## src/rtl/exception_module.sv

```systemverilog
// exception_module: registered special-case detector for the 8-bit FPU.
// Format: bit 7 sign, bits 6:3 exponent (bias 7), bits 2:0 mantissa.
// Flags operand combinations that must bypass the arithmetic datapath and
// supplies the IEEE-style special result, one cycle after sampling.
module exception_module (
    input  logic       clk,
    input  logic       rst_n,
    input  logic [1:0] op,
    input  logic [7:0] in0,
    input  logic [7:0] in1,
    output logic       out,
    output logic [7:0] special_result,
    output logic [2:0] exc_type
);

    localparam logic [1:0] OP_ADD = 2'b00;
    localparam logic [1:0] OP_SUB = 2'b01;
    localparam logic [1:0] OP_MUL = 2'b10;
    localparam logic [1:0] OP_DIV = 2'b11;

    localparam logic [7:0] NAN_CANON = 8'h7C;
    localparam logic [6:0] INF_MAG   = 7'h78;

    localparam logic [2:0] EXC_NONE    = 3'b000;
    localparam logic [2:0] EXC_INVALID = 3'b100;
    localparam logic [2:0] EXC_DIVZERO = 3'b010;
    localparam logic [2:0] EXC_INFOP   = 3'b001;

    logic       a_zero, a_inf, a_nan;
    logic       b_zero, b_inf, b_nan;
    logic       a_finite_nz;
    logic       b_sign_eff;
    logic       sign_xor;
    logic       is_addsub;

    logic       nxt_out;
    logic [7:0] nxt_result;
    logic [2:0] nxt_exc;

    assign a_zero      = (in0[6:3] == 4'h0) && (in0[2:0] == 3'b000);
    assign a_inf       = (in0[6:3] == 4'hF) && (in0[2:0] == 3'b000);
    assign a_nan       = (in0[6:3] == 4'hF) && (in0[2:0] != 3'b000);
    assign b_zero      = (in1[6:3] == 4'h0) && (in1[2:0] == 3'b000);
    assign b_inf       = (in1[6:3] == 4'hF) && (in1[2:0] == 3'b000);
    assign b_nan       = (in1[6:3] == 4'hF) && (in1[2:0] != 3'b000);
    assign a_finite_nz = (in0[6:3] != 4'hF) && !a_zero;

    assign is_addsub   = (op == OP_ADD) || (op == OP_SUB);
    assign b_sign_eff  = (op == OP_SUB) ? ~in1[7] : in1[7];
    assign sign_xor    = in0[7] ^ in1[7];

    // Priority classification of the current operands into flag, type and result.
    always_comb begin
        nxt_out    = 1'b0;
        nxt_exc    = EXC_NONE;
        nxt_result = 8'h00;
        if (a_nan || b_nan) begin
            nxt_out    = 1'b1;
            nxt_exc    = EXC_INVALID;
            nxt_result = NAN_CANON;
        end else if (is_addsub && a_inf && b_inf && (in0[7] != b_sign_eff)) begin
            nxt_out    = 1'b1;
            nxt_exc    = EXC_INVALID;
            nxt_result = NAN_CANON;
        end else if ((op == OP_MUL) && ((a_inf && b_zero) || (a_zero && b_inf))) begin
            nxt_out    = 1'b1;
            nxt_exc    = EXC_INVALID;
            nxt_result = NAN_CANON;
        end else if ((op == OP_DIV) && ((a_zero && b_zero) || (a_inf && b_inf))) begin
            nxt_out    = 1'b1;
            nxt_exc    = EXC_INVALID;
            nxt_result = NAN_CANON;
        end else if ((op == OP_DIV) && a_finite_nz && b_zero) begin
            nxt_out    = 1'b1;
            nxt_exc    = EXC_DIVZERO;
            nxt_result = {sign_xor, INF_MAG};
        end else if (a_inf || b_inf) begin
            nxt_out = 1'b1;
            nxt_exc = EXC_INFOP;
            if (is_addsub) begin
                // Both-inf here implies matching effective signs, so in0's sign is correct.
                nxt_result = a_inf ? {in0[7], INF_MAG} : {b_sign_eff, INF_MAG};
            end else if ((op == OP_DIV) && b_inf) begin
                nxt_result = {sign_xor, 7'h00};
            end else begin
                nxt_result = {sign_xor, INF_MAG};
            end
        end
    end

    // Register the classification; reset clears outputs asynchronously.
    always_ff @(posedge clk or negedge rst_n) begin
        if (!rst_n) begin
            out            <= 1'b0;
            special_result <= 8'h00;
            exc_type       <= EXC_NONE;
        end else begin
            out            <= nxt_out;
            special_result <= nxt_result;
            exc_type       <= nxt_exc;
        end
    end

endmodule

```

## config.mk

```make
export PLATFORM = sky130hd
export DESIGN_NAME = exception_module
export DESIGN_NICKNAME = d
export VERILOG_FILES = /design/src/rtl/exception_module.sv
export SDC_FILE = /design/constraint.sdc
export NUM_CORES = 1
export LEC_CHECK = 0
export BUFFER_PORTS_ARGS = -buffer_cell sky130_fd_sc_hd__clkbuf_2
export CORE_AREA = 8 8 45 47
export DETAILED_ROUTE_END_ITERATION = 10
export DIE_AREA = 0 0 53 55
export PLACE_DENSITY_LB_ADDON = 0.12
export SYNTH_ARGS = -nofsm -noshare
export SYNTH_HDL_FRONTEND = slang
export SYNTH_SLANG_ARGS = --single-unit
```

## constraint.sdc

```tcl
create_clock -name clk -period 1.05 [get_ports clk]
set_input_delay 0.105 -clock clk [delete_from_list [all_inputs] [get_ports clk]]
set_output_delay 0.105 -clock clk [all_outputs]
set_load 0.005 [all_outputs]
```

==> results.sh, run 1 <==
export IMPL_critPathMaxStageDelay_ns=0.34
export IMPL_required_ns=1.18
export IMPL_design_core_area_um2=1380
export IMPL_portBuffers=29
export IMPL_worstSetupStartpointType="input pin"
export IMPL_clk_pin_slew_ns=0.04
export IMPL_cts_tree="done"
export IMPL_first_pass_iters=4
export IMPL_critPathLaunch="in1[5]"
export IMPL_critPathCaptureType="register"
export IMPL_cts_sinks=6
export IMPL_synth_top_area_share_pct=28.8
export IMPL_p_per_area_nw_per_um2=804
export IMPL_ys_ff_latch=6
export IMPL_synth_seq_area_share_pct=28.8
export IMPL_fill_cells=130
export IMPL_routed_via_count=550
export IMPL_fin_setup_tns_ns=-0.00697
export IMPL_ir_drop_uv=259
export IMPL_syn_to_final_growth_pct=48.8
export IMPL_postLayoutCellArea_um2=774
export IMPL_antenna_found_initial=0
export IMPL_totalWireLength_um=1470
export IMPL_worstPathMaxFanout=5
export IMPL_yosys_warnings=0
export IMPL_dp_hpwl_um=1240
export IMPL_nets=108
export IMPL_syn_area_um2=520
export IMPL_min_period_ns=1.06
export IMPL_drive_gt1_share_pct=60.5
export IMPL_yosysUniqueCellTypes=30
export IMPL_fin_ws_ns=-0.00697
export IMPL_postSynthCellCount=50
export IMPL_vias_per_cell=5.39
export IMPL_critPathKind="input pin to register"
export IMPL_cts_made_buffers=3
export IMPL_track_usage_pct=10.1
export IMPL_dieHeight_um=55
export IMPL_p_leak_uw=0.000367
export IMPL_grt_max_degree=7
export IMPL_crit_arrival_ns=1.18
export IMPL_holdWs_ns=0.216
export IMPL_cts_max_path_buffers=2
export IMPL_route_detailed_drc=0
export IMPL_status="finished, violations left"
export IMPL_ios=32
export IMPL_placedInstanceArea_um2=698
export IMPL_ys_top_cells_by_count="buf_4 (6), dfrtp_1 (6), nand2_1 (4), nand4_1 (4)"
export IMPL_synth_top_cell_by_area="dfrtp_1"
export IMPL_slowest_stage="nor4_4"
export IMPL_avgSynthCellArea_um2=10.4
export IMPL_drv_slew=0
export IMPL_die_area_um2=2920
export IMPL_grt_pass1_vias=552
export IMPL_drtAntennaViolNets=0
export IMPL_fp_dieW_um=53
export IMPL_path_cells="clkbuf_2, nor4_4, a22oi_2, o32a_4, and4_1"
export IMPL_initial_core_util_pct=37.6
export IMPL_avgRoutedWirePerCell_um=14.4
export IMPL_ctsRootBufferMaster="clkbuf_4"
export IMPL_setup_viol=1
export IMPL_overflow=0
export IMPL_fp_row_count=14
export IMPL_grt_pass1_wl_um=2200
export IMPL_cts_max_level=1
export IMPL_hold_class="input pin to asynchronous set/reset pin"
export IMPL_fmaxAchievable_ghz=0.946
export IMPL_synth_area_leaders="dfrtp_1 (29%), buf_4 (8.7%), nor4_4 (8.2%)"
export IMPL_power_uw=622
export IMPL_drt_iter0_drc=1
export IMPL_synth_top_flop_cell="dfrtp_1"
export IMPL_violations="negative setup slack"
export IMPL_place_ws_ns=-0.288
export IMPL_gp_congestion=0.777
export IMPL_finalCritPeriodShare_pct=101
export IMPL_synth_edf_count=0
export IMPL_cap_violations=0
export IMPL_num_antenna_cells=0
export IMPL_rsz0062_at_grt="yes"
export IMPL_hold_viol_final=0
export IMPL_ys_async_sr_fraction_pct=100
-- where the power goes --
group          internal [µW]  leakage [µW]  switching [µW]
Combinational           85.3      0.000271            88.7
Sequential               239     0.0000823            3.85
Clock                    129     0.0000138            76.4
-- final timing paths --
check                      cells past startpoint                end  slack (ns)
max in group asynchronous                      2  special_result[7]        0.69
setup / recovery                               5        exc_type[0]      -0.007
min in group clk                               3  special_result[2]        0.28
hold / removal                                 2        exc_type[0]        0.22
-- kinds of logic (layout without fill, tap and decap cells) --
kind of cell | count (synthesis) | after routing | synth area share, %
buf+inv | 7 | 42 | 9.61
simple gates | 21 | 21 | 34.6
flops | 6 | 6 | 28.8
compound gates | 12 | 12 | 21.2
xor+xnor | 3 | 3 | 5.05
other cells | 1 | 2 | 0.720
-- sequential cells by signal, indices dropped and copies added (netlist names) --
| name | count |
|---|---|
| exc_type | 2 |
| special_result | 3 |
| out | 1 |
-- layer usage --
layer / track usage [%] / wire [µm]
met3: 2.67 / 137
met2: 19.3 / 776
met1: 9.37 / 544
met4: 6.47 / 8
met5: 0 / 0
-- cells in the final DEF, fill, tap and decap left out, types with 2 or more instances in the layout --
cell,n
clkbuf_2,27
buf_4,9
dfrtp_1,6
nand2_1,4
nand4_1,4
clkbuf_4,3
nor3_1,2
and4_1,2
nor4_4,2
xnor2_1,2
conb_1,2
buf_6,2
-- worst max-delay path, delay by kind of cell --
kind | cells | cell delay (ns)
AND/OR/NAND/NOR | 2 | 0.49
AO/OA/AOI/OAI | 2 | 0.47
buffers and inverters | 1 | 0.11
-- layout make-up --
class | instances | area (µm²) | share of cell area (%)
clock buffer | 3 | 22.5 | 2.91
multi-input combinational | 38 | 347 | 44.7
sequential | 6 | 150 | 19.4
tap | 16 | 20.0 | 2.58
timing repair buffer | 39 | 235 | 30.4
-- repair_timing --
item                                    CTS  global route
endpoints found under the hold margin     6             0
gates resized for setup                   0            10
endpoints found under the setup margin    2             2
hold buffers                              1             0
pin swaps                                 1             5
setup buffers                             1             1
-- through the flow --
step	utilization [%]	cells
2_1_floorplan	-	51
3_3_place_gp	50.5	96
3_5_place_dp	50.5	96
4_1_cts	53.3	101
5_1_grt	56.0	102
6_report	56.0	102
(Power assumes the default switching activity.)
==> run 2: changes to the inputs <==
--- a/config.mk
+++ b/config.mk
@@ -6,9 +6,12 @@
 export NUM_CORES = 1
 export LEC_CHECK = 0
 export BUFFER_PORTS_ARGS = -buffer_cell sky130_fd_sc_hd__clkbuf_2
-export CORE_AREA = 8 8 45 47
+export CELL_PAD_IN_SITES_DETAIL_PLACEMENT = 0
+export CELL_PAD_IN_SITES_GLOBAL_PLACEMENT = 2
+export CORE_ASPECT_RATIO = 1.2
+export CORE_MARGIN = 8
+export CORE_UTILIZATION = 24
 export DETAILED_ROUTE_END_ITERATION = 10
-export DIE_AREA = 0 0 53 55
 export PLACE_DENSITY_LB_ADDON = 0.12
 export SYNTH_ARGS = -nofsm -noshare
 export SYNTH_HDL_FRONTEND = slang
==> run 2 against run 1 <==
  * Largest power group unchanged
  * Maximum frequency rose by 1.9%
  * Setup slack gained 0.020 ns
  * The run now ends clean
  * Critical path depth stayed put
==> results.sh, run 2 (same netlist as run 1, synthesis figures left out) <==
export IMPL_status="finished, final reports clean"
export IMPL_largest_reg_flops=3
export IMPL_portBuffers=29
export IMPL_p_leak_uw=0.000367
export IMPL_final_cell_mix="clkbuf_2 (28), buf_4 (9), dfrtp_1 (6)"
export IMPL_p_per_area_nw_per_um2=783
export IMPL_ctsRootBufferMaster="clkbuf_4"
export IMPL_layout_commonest_cell="clkbuf_2"
export IMPL_hold_viol_final=0
export IMPL_min_period_ns=1.04
export IMPL_power_uw=614
export IMPL_fp_dieW_um=58.5
export IMPL_reg_top3="special_result x3, exc_type x2, out x1"
export IMPL_nets=108
export IMPL_path_cells="clkbuf_2, nor4_4, a22oi_2, o32a_4, and4_1"
export IMPL_avgRoutedWirePerCell_um=12.0
export IMPL_setup_viol=0
export IMPL_rsz0062_at_grt="yes"
export IMPL_num_antenna_cells=0
export IMPL_critPathKind="input pin to register"
export IMPL_grt_pass1_vias=593
export IMPL_ios=32
export IMPL_gp_congestion=0.789
export IMPL_drt_iter0_drc=2
export IMPL_clk_pin_slew_ns=0.04
export IMPL_fp_row_count=18
export IMPL_worstSetupStartpointType="input pin"
export IMPL_first_pass_iters=2
export IMPL_fin_setup_tns_ns=0
export IMPL_grt_max_degree=7
export IMPL_slowest_stage="o32a_4"
export IMPL_finalCritPeriodShare_pct=98.8
export IMPL_syn_to_final_growth_pct=50.7
export IMPL_drtAntennaViolNets=0
export IMPL_design_core_area_um2=2050
export IMPL_track_usage_pct=7.44
export IMPL_cts_tree="done"
export IMPL_hold_class="input pin to asynchronous set/reset pin"
export IMPL_antenna_found_initial=0
export IMPL_cts_made_buffers=3
export IMPL_drive_gt1_share_pct=59.3
export IMPL_die_area_um2=3920
export IMPL_ir_drop_uv=277
export IMPL_holdWs_ns=0.218
export IMPL_cts_sinks=6
export IMPL_initial_core_util_pct=25.4
export IMPL_grt_pass1_wl_um=2330
export IMPL_routed_via_count=530
export IMPL_fmaxAchievable_ghz=0.964
export IMPL_totalWireLength_um=1390
export IMPL_critPathMaxStageDelay_ns=0.34
export IMPL_cts_max_path_buffers=2
export IMPL_overflow=0
export IMPL_drv_slew=0
export IMPL_critPathCaptureType="register"
export IMPL_worstPathMaxFanout=5
export IMPL_cts_max_level=1
export IMPL_dieHeight_um=67.0
export IMPL_crit_arrival_ns=1.16
export IMPL_utilization_pct=38.3
export IMPL_required_ns=1.17
export IMPL_cap_violations=0
export IMPL_route_detailed_drc=0
export IMPL_vias_per_cell=4.57
export IMPL_top_register="special_result"
run 2: cell type report:
| cell class | instances | area, µm² |
|---|---|---|
| Fill cell | 208 | 1260 |
| Multi-Input combinational cell | 38 | 342 |
| Clock buffer | 3 | 22.5 |
| Timing Repair Buffer | 39 | 233 |
| Tap cell | 30 | 37.5 |
| Sequential cell | 6 | 150 |
run 2: critical path: cells and delay by family:
kind,cells,cell delay (ns)
AOI/OAI and AO/OA,2,0.47
and+or+nand+nor,2,0.47
buffers and inverters,1,0.11
run 2: final timing paths:
kind | from | end | slack, ns | cells past startpoint
max in group asynchronous | rst_n | exc_type[1] | 0.69 | 2
hold / removal | rst_n | special_result[7] | 0.22 | 2
min in group clk | in1[3] | exc_type[1] | 0.33 | 5
setup / recovery | in1[4] | exc_type[0] | 0.01 | 5
run 2: power breakdown:
group	internal, µW	total, µW	switching, µW
sequential	239	243	3.76
combinational	84.4	170	85.5
clock	129	201	72.4
run 2: repair_timing:
item / 4_1_cts / 5_1_grt
endpoints found under the setup margin: 2 / 2
hold buffers: 1 / 0
gates resized for setup: 2 / 2
pin swaps: 1 / 2
hold endpoints to repair: 6 / 0
setup buffers: 0 / 1
run 2: stage by stage:
stage               setup slack [ns]  cell area (µm²)  cells
finish                        0.0126              785    116
global placement              -0.259              723    111
global route                 -0.0454              785    116
detailed placement            -0.261              723    111
floorplan                    -0.0885              531     51
CTS                         0.000274              769    115
run 2: metal layers:
| layer | share of wire (%) | wire length [µm] | up-vias | track usage (%) |
|---|---|---|---|---|
| li1 | - | - | 265 | - |
| met1 | 41 | 572 | 235 | 7.21 |
| met2 | 50 | 690 | 26 | 12.7 |
| met3 | 7.6 | 106 | 4 | 2.12 |
| met4 | 1.7 | 23 | 0 | 6.44 |
| met5 | 0 | 0 | - | 0 |
==> run 3: changes to the inputs <==
--- a/config.mk
+++ b/config.mk
@@ -9,9 +9,10 @@
 export CELL_PAD_IN_SITES_DETAIL_PLACEMENT = 0
 export CELL_PAD_IN_SITES_GLOBAL_PLACEMENT = 2
 export CORE_ASPECT_RATIO = 1.2
-export CORE_MARGIN = 8
-export CORE_UTILIZATION = 24
+export CORE_MARGIN = 4
+export CORE_UTILIZATION = 22
 export DETAILED_ROUTE_END_ITERATION = 10
+export MAX_ROUTING_LAYER = met4
 export PLACE_DENSITY_LB_ADDON = 0.12
 export SYNTH_ARGS = -nofsm -noshare
 export SYNTH_HDL_FRONTEND = slang
==> constraint.sdc (replaced) <==
create_clock -name clk -period 1.1 [get_ports clk]
set_input_delay 0.11 -clock clk [delete_from_list [all_inputs] [get_ports clk]]
set_output_delay 0.11 -clock clk [all_outputs]
set_load 0.005 [all_outputs]
==> run 3 against run 2 <==
  * Count of clock-buffer cells in the layout unchanged
  * Critical path depth unchanged
  * Clock power down 4%
  * Core utilization down 3.1 points
  * Sequential power down 5%
  * Die area down 18%
  * Hold slack better by 0.011 ns
  * Combinational power about the same
  * Cell area up 2.4%
  * Wire length down 6.8%
  * Non-clock buffer count up 3
  * Setup slack better by 0.031 ns
  * Critical endpoint unchanged
==> results.sh, run 3 (same netlist as run 1, synthesis figures left out) <==
export IMPL_placed_cells=116
export IMPL_portBuffers=29
export IMPL_fin_setup_tns_ns=0
export IMPL_finalCritPeriodShare_pct=96.0
export IMPL_cts_max_level=1
export IMPL_track_usage_pct=9.02
export IMPL_hold_viol_final=0
export IMPL_min_period_ns=1.06
export IMPL_final_cell_mix="clkbuf_2 (27), buf_4 (12), dfrtp_1 (6)"
export IMPL_cap_violations=0
export IMPL_worstPathMaxFanout=5
export IMPL_rsz0062_at_grt="yes"
export IMPL_status="finished, final reports clean"
export IMPL_cts_max_path_buffers=2
export IMPL_drt_iter0_drc=3
export IMPL_fmaxAchievable_ghz=0.947
export IMPL_worstSetupStartpointType="input pin"
export IMPL_required_ns=1.22
export IMPL_cpLargestDelayFamily="simple AND/OR/NAND/NOR gates"
export IMPL_reg_top3="special_result x3, exc_type x2, out x1"
export IMPL_cts_made_buffers=3
export IMPL_drtAntennaViolNets=0
export IMPL_overflow=0
export IMPL_avgRoutedWirePerCell_um=10.8
export IMPL_ir_drop_uv=298
export IMPL_dieHeight_um=61.3
export IMPL_routed_via_count=533
export IMPL_cp_depth=5
export IMPL_cp_endpoint="exc_type[0]"
export IMPL_crit_arrival_ns=1.18
export IMPL_slowest_stage="o32a_4"
export IMPL_ios=32
export IMPL_p_per_area_nw_per_um2=736
export IMPL_nets=111
export IMPL_grt_pass1_vias=527
export IMPL_ctsRootBufferMaster="clkbuf_4"
export IMPL_num_antenna_cells=0
export IMPL_layout_commonest_cell="clkbuf_2"
export IMPL_path_cells="buf_8, nor4_4, a22oi_2, o32a_4, and4_1"
export IMPL_design_core_area_um2=2280
export IMPL_drv_slew=0
export IMPL_critPathMaxStageDelay_ns=0.35
export IMPL_stdcell_count=120
export IMPL_die_area_um2=3210
export IMPL_route_detailed_drc=0
export IMPL_fp_row_count=19
export IMPL_hold_class="input pin to asynchronous set/reset pin"
export IMPL_cts_sinks=6
export IMPL_grt_pass1_wl_um=2080
export IMPL_initial_core_util_pct=22.8
export IMPL_fp_dieW_um=52.4
export IMPL_largest_reg_flops=3
export IMPL_drive_gt1_share_pct=58.4
export IMPL_p_leak_uw=0.000381
export IMPL_setup_viol=0
export IMPL_first_pass_iters=3
export IMPL_postCtsSetupRepairBufs=0
export IMPL_dp_hpwl_um=1140
export IMPL_cts_tree="done"
export IMPL_totalWireLength_um=1300
export IMPL_critPathKind="input pin to register"
export IMPL_worstPathBufferInverterCount=1
export IMPL_top_register="special_result"
export IMPL_grt_max_degree=7
export IMPL_clk_pin_slew_ns=0.04
export IMPL_antenna_found_initial=0
export IMPL_syn_to_final_growth_pct=54.3
export IMPL_critPathLaunch="in1[3]"
export IMPL_critPathCaptureType="register"
export IMPL_gp_congestion=0.746
export IMPL_vias_per_cell=4.44
run 3: power breakdown:
group          internal, µW  total [µW]  switching [µW]
sequential              228         232            3.16
combinational          86.6         167            80.5
clock                   123         192            69.4
total                   438         591             153
run 3: what timing repair did:
item | CTS | global route
setup endpoints to repair | 0 | 2
hold buffers | 1 | 0
hold endpoints to repair | 6 | 0
gates resized for setup | 0 | 7
run 3: routing by layer:
layer | share of wire, % | vias to the layer above | wire (µm) | GRT usage, %
li1 | - | 270 | - | -
met1 | 39 | 246 | 503 | 9.01
met2 | 54 | 17 | 704 | 16.3
met3 | 6.8 | 0 | 88 | 1.45
met4 | 0 | 0 | 0 | 5.47
met5 | 0 | - | 0 | -
run 3: cell type report:
class	instances	area, µm²
multi-input combinational	38	330
tap	31	38.8
timing repair buffer	42	262
sequential	6	150
fill	257	1480
clock buffer	3	22.5
run 3: worst min-delay path by stage:
| stage | start | endpoint | slack [ns] | cells after the start |
|---|---|---|---|---|
| after global placement | rst_n | exc_type[1] | -0.06 | 1 |
| after CTS | rst_n | exc_type[1] | 0.22 | 2 |
| final | rst_n | special_result[7] | 0.23 | 2 |
| after floorplan | rst_n | exc_type[0] | -0.19 | 0 |
| after global routing | rst_n | special_result[7] | 0.23 | 2 |
| after detailed placement | rst_n | exc_type[1] | -0.06 | 1 |
run 3: stage by stage:
stage               hold slack (ns)  instance area, µm²  total power (µW)  setup slack, ns  util, %
global placement            -0.0592                 754               397           -0.228     33.1
finish                        0.229                 803               591           0.0439     35.2
floorplan                    -0.186                 531               304          -0.0435        -
CTS                           0.223                 787               599           0.0169     34.5
global route                  0.230                 803               635          -0.0146     35.2
detailed placement          -0.0609                 754               395           -0.240     33.1
